## config.mk

```make
export PLATFORM = sky130hd
export DESIGN_NAME = rr_arbiter_8
export DESIGN_NICKNAME = d
export VERILOG_FILES = /design/src/rtl/rr_arbiter_8.sv
export SDC_FILE = /design/constraint.sdc
export NUM_CORES = 1
export LEC_CHECK = 0
export ABC_AREA = 1
export BUFFER_PORTS_ARGS = -buffer_cell sky130_fd_sc_hd__buf_2
export CAP_MARGIN = 40
export CORE_ASPECT_RATIO = 2
export CORE_MARGIN = 4
export CORE_UTILIZATION = 50
export DETAILED_ROUTE_END_ITERATION = 8
export GPL_TIMING_DRIVEN = 1
export PLACE_DENSITY = 0.77
export SETUP_SLACK_MARGIN = 0.5
export SLEW_MARGIN = 10
export SYNTH_ARGS = -nofsm -noshare
export SYNTH_HDL_FRONTEND = slang
export SYNTH_SLANG_ARGS = --single-unit
```

## constraint.sdc

```tcl
create_clock -name clk -period 3.2 [get_ports clk]
set_input_delay 0.32 -clock clk [delete_from_list [all_inputs] [get_ports clk]]
set_output_delay 0.32 -clock clk [all_outputs]
set_load 0.02 [all_outputs]
```

## src/rtl/rr_arbiter_8.sv

```systemverilog
// Eight-way round-robin arbiter with registered one-hot/index grant and a hold
// timeout; the index output drives the select lines of a downstream 3-to-8 decoder.
module rr_arbiter_8 #(
    parameter int unsigned HOLD_MAX = 16
) (
    input  logic       clk,
    input  logic       rst,
    input  logic       en,
    input  logic [7:0] req,
    output logic [7:0] gnt,
    output logic [2:0] gnt_idx,
    output logic       gnt_valid,
    output logic       timeout
);

    localparam logic [7:0] HOLD_LIM = 8'(HOLD_MAX);
    localparam bit         HOLD_EN  = (HOLD_MAX != 0);

    typedef enum logic {
        IDLE  = 1'b0,
        GRANT = 1'b1
    } state_t;

    state_t     state_q;
    logic [2:0] ptr_q;
    logic [7:0] cnt_q;
    logic [7:0] gnt_q;
    logic [2:0] idx_q;
    logic       vld_q;
    logic       to_q;

    logic       sel_any_d;
    logic [2:0] sel_idx_d;
    logic [2:0] cand;

    // Walk offsets from high to low so the requester closest to ptr_q wins.
    always_comb begin
        sel_any_d = 1'b0;
        sel_idx_d = 3'd0;
        cand      = 3'd0;
        for (int i = 7; i >= 0; i--) begin
            cand = ptr_q + 3'(i);
            if (req[cand]) begin
                sel_any_d = 1'b1;
                sel_idx_d = cand;
            end
        end
    end

    always_ff @(posedge clk or posedge rst) begin
        if (rst) begin
            state_q <= IDLE;
            ptr_q   <= 3'd0;
            cnt_q   <= 8'd0;
            gnt_q   <= 8'h00;
            idx_q   <= 3'd0;
            vld_q   <= 1'b0;
            to_q    <= 1'b0;
        end else begin
            to_q <= 1'b0;
            case (state_q)
                IDLE: begin
                    if (en && sel_any_d) begin
                        state_q <= GRANT;
                        gnt_q   <= 8'b1 << sel_idx_d;
                        idx_q   <= sel_idx_d;
                        vld_q   <= 1'b1;
                        cnt_q   <= 8'd1;
                        ptr_q   <= sel_idx_d + 3'd1;
                    end
                end
                GRANT: begin
                    // A release in the timeout cycle wins over the forced release.
                    if (!req[idx_q] || (HOLD_EN && cnt_q == HOLD_LIM)) begin
                        state_q <= IDLE;
                        gnt_q   <= 8'h00;
                        idx_q   <= 3'd0;
                        vld_q   <= 1'b0;
                        cnt_q   <= 8'd0;
                        to_q    <= req[idx_q];
                    end else if (cnt_q != 8'hFF) begin
                        cnt_q <= cnt_q + 8'd1;
                    end
                end
                default: state_q <= IDLE;
            endcase
        end
    end

    assign gnt       = gnt_q;
    assign gnt_idx   = idx_q;
    assign gnt_valid = vld_q;
    assign timeout   = to_q;

endmodule

```

## Word-level counts from Yosys, hierarchy flattened

Cells that the tools add are included.

- Output and inout port bits: 13
- Flip-flop bits (word level): 25

- Bitwise gates (word level): 1
- Magnitude comparators: 9
- Muxes and demuxes: 52
- Equality and inequality tests: 5
- Reduce and logical (&&, ||, !) cells: 6
- Add/subtract/negate cells: 9
- Shifts and indexed selects: 1

Operators by type and width:

| kind | number |
|---|---|
| 8-bit 2-to-1 mux | 5 |
| 3-bit by 4-bit < comparator with 1-bit output (second input constant) | 9 |
| 8-bit case mux with 2 select lines | 2 |
| 3-bit 2-to-1 mux | 10 |
| 1-bit binary-select mux with 3-bit select | 9 |
| 1-bit 2-to-1 mux | 23 |
| 3-bit adder (second input constant) | 4 |
| 8-bit by 1-bit adder with 8-bit output (second input constant) | 1 |
| 8-bit by 5-bit == test with 1-bit output (second input constant) | 1 |
| 8-bit != test (second input constant) | 1 |
| 1-bit by 3-bit left shift with 8-bit output (first input constant) | 1 |
| 3-bit by 1-bit adder with 3-bit output (second input constant) | 2 |
| 3-bit by 2-bit adder with 3-bit output (second input constant) | 2 |
| 3-bit case mux with 2 select lines | 1 |
| 2-bit AND reduction | 3 |
| 1-bit case mux with 2 select lines | 2 |
| 3-bit by 1-bit != test with 1-bit output (second input constant) | 1 |
| 2-bit by 1-bit != test with 1-bit output (second input constant) | 1 |
| 2-bit != test (second input constant) | 1 |
| 1-bit logical AND | 1 |
| 1-bit logical NOT | 1 |
| 1-bit logical OR | 1 |
| 1-bit inverter | 1 |

## Depth between registers and ports, before layout

- Word-level depth: 14
- Mapped depth: 20
- Mapped depth without buffers: 19

## Least setup slack after synthesis

Ideal clock, no wire load.

- Path kind: register -> register
- From: register ptr_q[1]
- To: register ptr_q[2]
- Setup slack: 0.754 ns
- Data required time: 3.074 ns
- Arrival time: 2.320 ns
- Stages on the path, launching flop included: 20
- Library setup time: 0.126 ns
- Buffers on the path: 1
- Period minus slack after synthesis: 2.446 ns
- Cell sequence: dfrtp_1 buf_6 inv_6 ha_1 inv_2 nand3_1 nand3_1 nand2_1 a21oi_1 nand2_1 nand2_1 nand2_1 nand2_1 nand2_1 nand2_1 nand2_1 ha_1 ha_1 nand2_1 o21ai_0

- Longest elaborated chain between the ends: 13
- Elaborated cells on any way between the ends: 42

RTL lines:

| element | line | source |
|---|---|---|
| start: declaration | 25 | `logic [2:0] ptr_q;` |
| start signal: assignment | 69 | `ptr_q <= sel_idx_d + 3'd1;` |
| parallel branches: the longest is 13 deep, another holds 3-bit adder | - |  |

Several ways; the timed one is not identified. The select of a mux whose other input is x is not followed.
A chain may end at the register's enable or synchronous reset.

## Worst setup path in the final report

Same ends and word-level chain as after synthesis.

==> reports/results.md <==
| Stage | Result | Value |
| --- | --- | --- |
| outcome | Result of the run | finished clean |
| setup path | Critical path startpoint category | register |
| setup path | Capture point of the worst path | ptr_q[2] |
| setup path | Most common cell type on the critical path | sky130_fd_sc_hd__nand2_1 |
| setup path | Cells along the critical path | inv_6 -> ha_2 -> inv_4 -> nand3_1 -> nand3_2 -> nand2_2 -> a21oi_1 -> nand2_1 -> nand2_1 -> nand2_1 -> nand2_1 -> nand2_1 -> nand2_1 -> nand2_2 -> ha_2 -> ha_1 -> nand2_1 -> o21ai_0 |
| worst hold path | HP Class | input port to async pin |
| floorplanning | Starting density of the core | 0.5255 |
| sta | Final Cycle Share | 0.7976 |
| synth | Post-Synth Simple-Gate Area | 0.4077 |
| floorplanning | Core Rows | 32 |
| synth | Main combinational cell family by area after synthesis | simple AND/OR/NAND/NOR gates |
| finish | Antenna diode count | 0 |
| finish | Area Growth Syn to Fin | 14.04% |
| global route | Total routing usage reported by global routing | 0.2139 |
| finish | Fraction of layout cells with a size suffix above 1 | 0.2656 |
| clock tree | Number of clock buffers inserted by TritonCTS | 3 |
| finish | Final net count | 341 |
| sta | Post-route minimum period | 2.552 ns |
| clock tree | Clock slew seen by the registers of the worst setup and hold paths | 0.09 ns |
| clock tree | Root buf cell | sky130_fd_sc_hd__clkbuf_8 |
| global route | Global-route wire length before repair | 8466 µm |
| synth | Cell types with the largest area share after synthesis | sky130_fd_sc_hd__dfrtp_1 31%, sky130_fd_sc_hd__nand2_1 17%, sky130_fd_sc_hd__nand3_1 11% |
| detailed routing | DRC Markers | 0 |
| clock tree | H-tree depth reported by CTS | 1 |
| setup path | Required time at the endpoint of the critical path | 3.35 ns |
| placement | GPL Wtd Cong | 0.9117 |
| placement | Pre-CTS setup slack | 0.3939 ns |
| setup path | R2R cell count | 18 |
| detailed routing | Via count normalized by instance count | 5.420 |
| global route | Pin count of the biggest net entering global routing | 19 |
| floorplanning | I/O pin count | 24 |
| placement | Count of buffers inserted at the top-level ports | 23 |
| sta | Final Hold Fails | 0 |
| finish | Leading cell types in the layout, fill and taps excluded | 89 x sky130_fd_sc_hd__nand2_1, 38 x sky130_fd_sc_hd__nand3_1, 29 x sky130_fd_sc_hd__inv_1 |
| setup path | Register-to-register path setup slack | 0.65 ns |
| sta | Worst-case headroom to the max-slew limit | 0.6510 |
| synth | Flip-flop and latch count after synthesis | 25 |
| detailed routing | Length of the first detailed-routing pass in iterations | 4 |
| sta | Worst path setup slack after routing | 0.6478 ns |
| setup path | Critical path peak fanout | 9 |
| global route | Number of antenna violations at the first check in global routing | 0 |
| clock tree | TritonCTS clock tree | built |
| sta | Max Clock Skew | 0.007776 ns |
| synth | Synth warnings | 0 |
| flow run | Max-cap violation count | 0 |
| detailed routing | Detail Route Antenna Nets | 0 |
| finish | Post-route cell area | 2327 µm² |
| floorplanning | Height of the die | 98.35 µm |
| clock tree | Clock tree buffer depth | 2 |
| synth | Proportion of register bits with asynchronous set or reset after synthesis | 1.000 |
| sta | Worst slew pin tran | 0.5235 ns |
| sta | Unrepaired setup endpoints after global routing | no |
| sta | Total negative setup slack | 0 ns |
| setup path | Slowest cell delay on critical path | 0.44 ns |
| setup path | Setup CP Type | register to register |
| clock tree | Worst-skew pair later-pin latency | 0.27 ns |
| setup path | Worst setup path startpoint | ptr_q[1] |
| clock tree | Number of clock sinks seen by CTS | 25 |
| setup path | Capture instance of the worst register-to-register path | ptr_q[2] |
| setup path | Critical path arrival | 2.71 ns |
| synth | Library cell occupying the most area in the post-synthesis netlist | sky130_fd_sc_hd__dfrtp_1 |
| finish | Number of cells in the finished layout apart from fillers | 371 |
| finish | Leading cell type in the layout, fill and taps excluded | sky130_fd_sc_hd__nand2_1 |
| synth | Proportion of synthesized area in mux cells | 0 |
| placement | Placed cells | 363 |
| finish | Fill cells | 368 |
| global route | Global-route congestion overflow total | 0 |
| sta | Final Setup Violations | 0 |
| setup path | Reg-to-reg startpoint | ptr_q[1] |
| detailed routing | Total via count after detailed routing | 2011 |
| floorplanning | Die X | 53.18 µm |
| sta | Max-slew violations | 0 |
| synth | Synth Flop Type | sky130_fd_sc_hd__dfrtp_1 |
| detailed routing | Average wire per standard cell | 13.74 µm |
| synth | Post-Synthesis Cells | 293 |
| synth | Xor and xnor area share after synthesis | 0.04782 |
| synth | Post-synth net total | 313 |
| synth | Share of the yosys chip area belonging to registers | 0.3066 |
| setup path | Kind of capture point of the worst setup path | register |
| synth | Complex-gate fraction of the synthesized area | 0.07971 |
| placement | DPL Wire Length | 4106 µm |
| synth | EDFF count, synth | 0 |
| global route | Via count of the first global-routing pass | 1956 |
| synth | Avg Cell Area, Syn | 6.965 µm² |
| detailed routing | Post-detailed-routing wire length | 5096 µm |
| placement | Cell area after placement | 2195 µm² |
| setup path | Worst path slowest cell | sky130_fd_sc_hd__dfrtp_2 |
| floorplanning | Die area | 5230 µm² |
| detailed routing | Violation count after the first detailed-routing iteration | 47 |
| synth | Distinct cell type count of the synthesized netlist | 28 |
| sta | Max frequency | 391.8 MHz |
| synth | Top-area cell type share of the netlist area | 0.3066 |
| floorplanning | Core box area | 3884 µm² |
| synth | Synth Cell Area | 2041 µm² |
| synth | Adder-Cell Fraction of Synth Area | 0.05518 |
-- metal layers --
metal / global-route usage / wire length [µm] / vias up
met5: 0 / 0 / -
met4: 0.1378 / 244 / 0
met3: 0.02443 / 89 / 21
met2: 0.3918 / 2934 / 41
met1: 0.2104 / 1828 / 954
li1: - / - / 995
-- registers in the layout, summed over array words and instances (netlist names) --
| register | cells |
|---|---|
| gnt_idx | 3 |
| gnt | 8 |
| timeout | 1 |
| state_q | 1 |
| gnt_valid | 1 |
| cnt_q | 8 |
| ptr_q | 3 |
-- worst min-delay path by stage --
| stage | to | slack, ns | start | cells past startpoint |
|---|---|---|---|---|
| 5_1_grt | gnt[0] | 0.03 | rst | 2 |
| 3_5_place_dp | gnt[0] | 0.31 | rst | 2 |
| 2_1_floorplan | cnt_q[0] | 0.35 | rst | 1 |
| 3_3_place_gp | gnt[7] | 0.45 | gnt[7] | 2 |
| 4_1_cts | gnt[0] | 0.01 | rst | 2 |
| 6_report | gnt[3] | 0.01 | rst | 2 |
-- synth_stat cells (all sizes together) (2+ instances only) --
cell type / number
a21oi: 6
buf: 6
dfrtp: 25
ha: 9
inv: 38
nand2: 108
nand3: 44
nand4: 10
nor2: 14
o21ai: 19
xnor2: 2
xor2: 7
-- critical path, delay by kind of cell, from the launching register on --
| kind | cells | cell delay (ns) |
|---|---|---|
| buffers and inverters | 2 | 0.22 |
| adders and majority gates | 3 | 0.77 |
| and+or+nand+nor | 11 | 0.82 |
| DFF | 1 | 0.44 |
| AOI/OAI and AO/OA | 2 | 0.19 |
-- final cells by class --
class / count / area (µm²) / area share
Clock buffer: 3 / 41.29 / 0.01774
Clock inverter: 1 / 7.507 / 0.003226
Inverter: 38 / 155.1 / 0.06667
Multi-Input combinational cell: 224 / 1252 / 0.5382
Sequential cell: 25 / 626.9 / 0.2694
Tap cell: 51 / 63.81 / 0.02742
Timing Repair Buffer: 29 / 180.2 / 0.07742
-- stage by stage --
step                  util  hold slack, ns
floorplan                -          0.3473
global placement    0.5580          0.4509
detailed placement  0.5651          0.3148
CTS                 0.5799         0.01233
global route        0.5992         0.02813
finish              0.5992        0.009565
-- kinds of logic (layout without fill, tap and decap cells) --
group | count (synthesis) | in the layout
buf+inv | 44 | 71
flops | 25 | 25
compound gates | 26 | 26
xor+xnor | 9 | 9
fa+ha+maj | 9 | 9
simple gates | 180 | 180
-- repair_timing --
item | 4_1_cts | 5_1_grt
buffers inserted | 1 | 3
hold buffers | 0 | 0
endpoints found under the setup margin | 2 | 8
gates resized for setup | 1 | 15
pin swaps | 0 | 1
cloned | 0 | 0
Power is not shown: default switching activity piles up to over one toggle a cycle in this logic, so the estimate is an artifact.
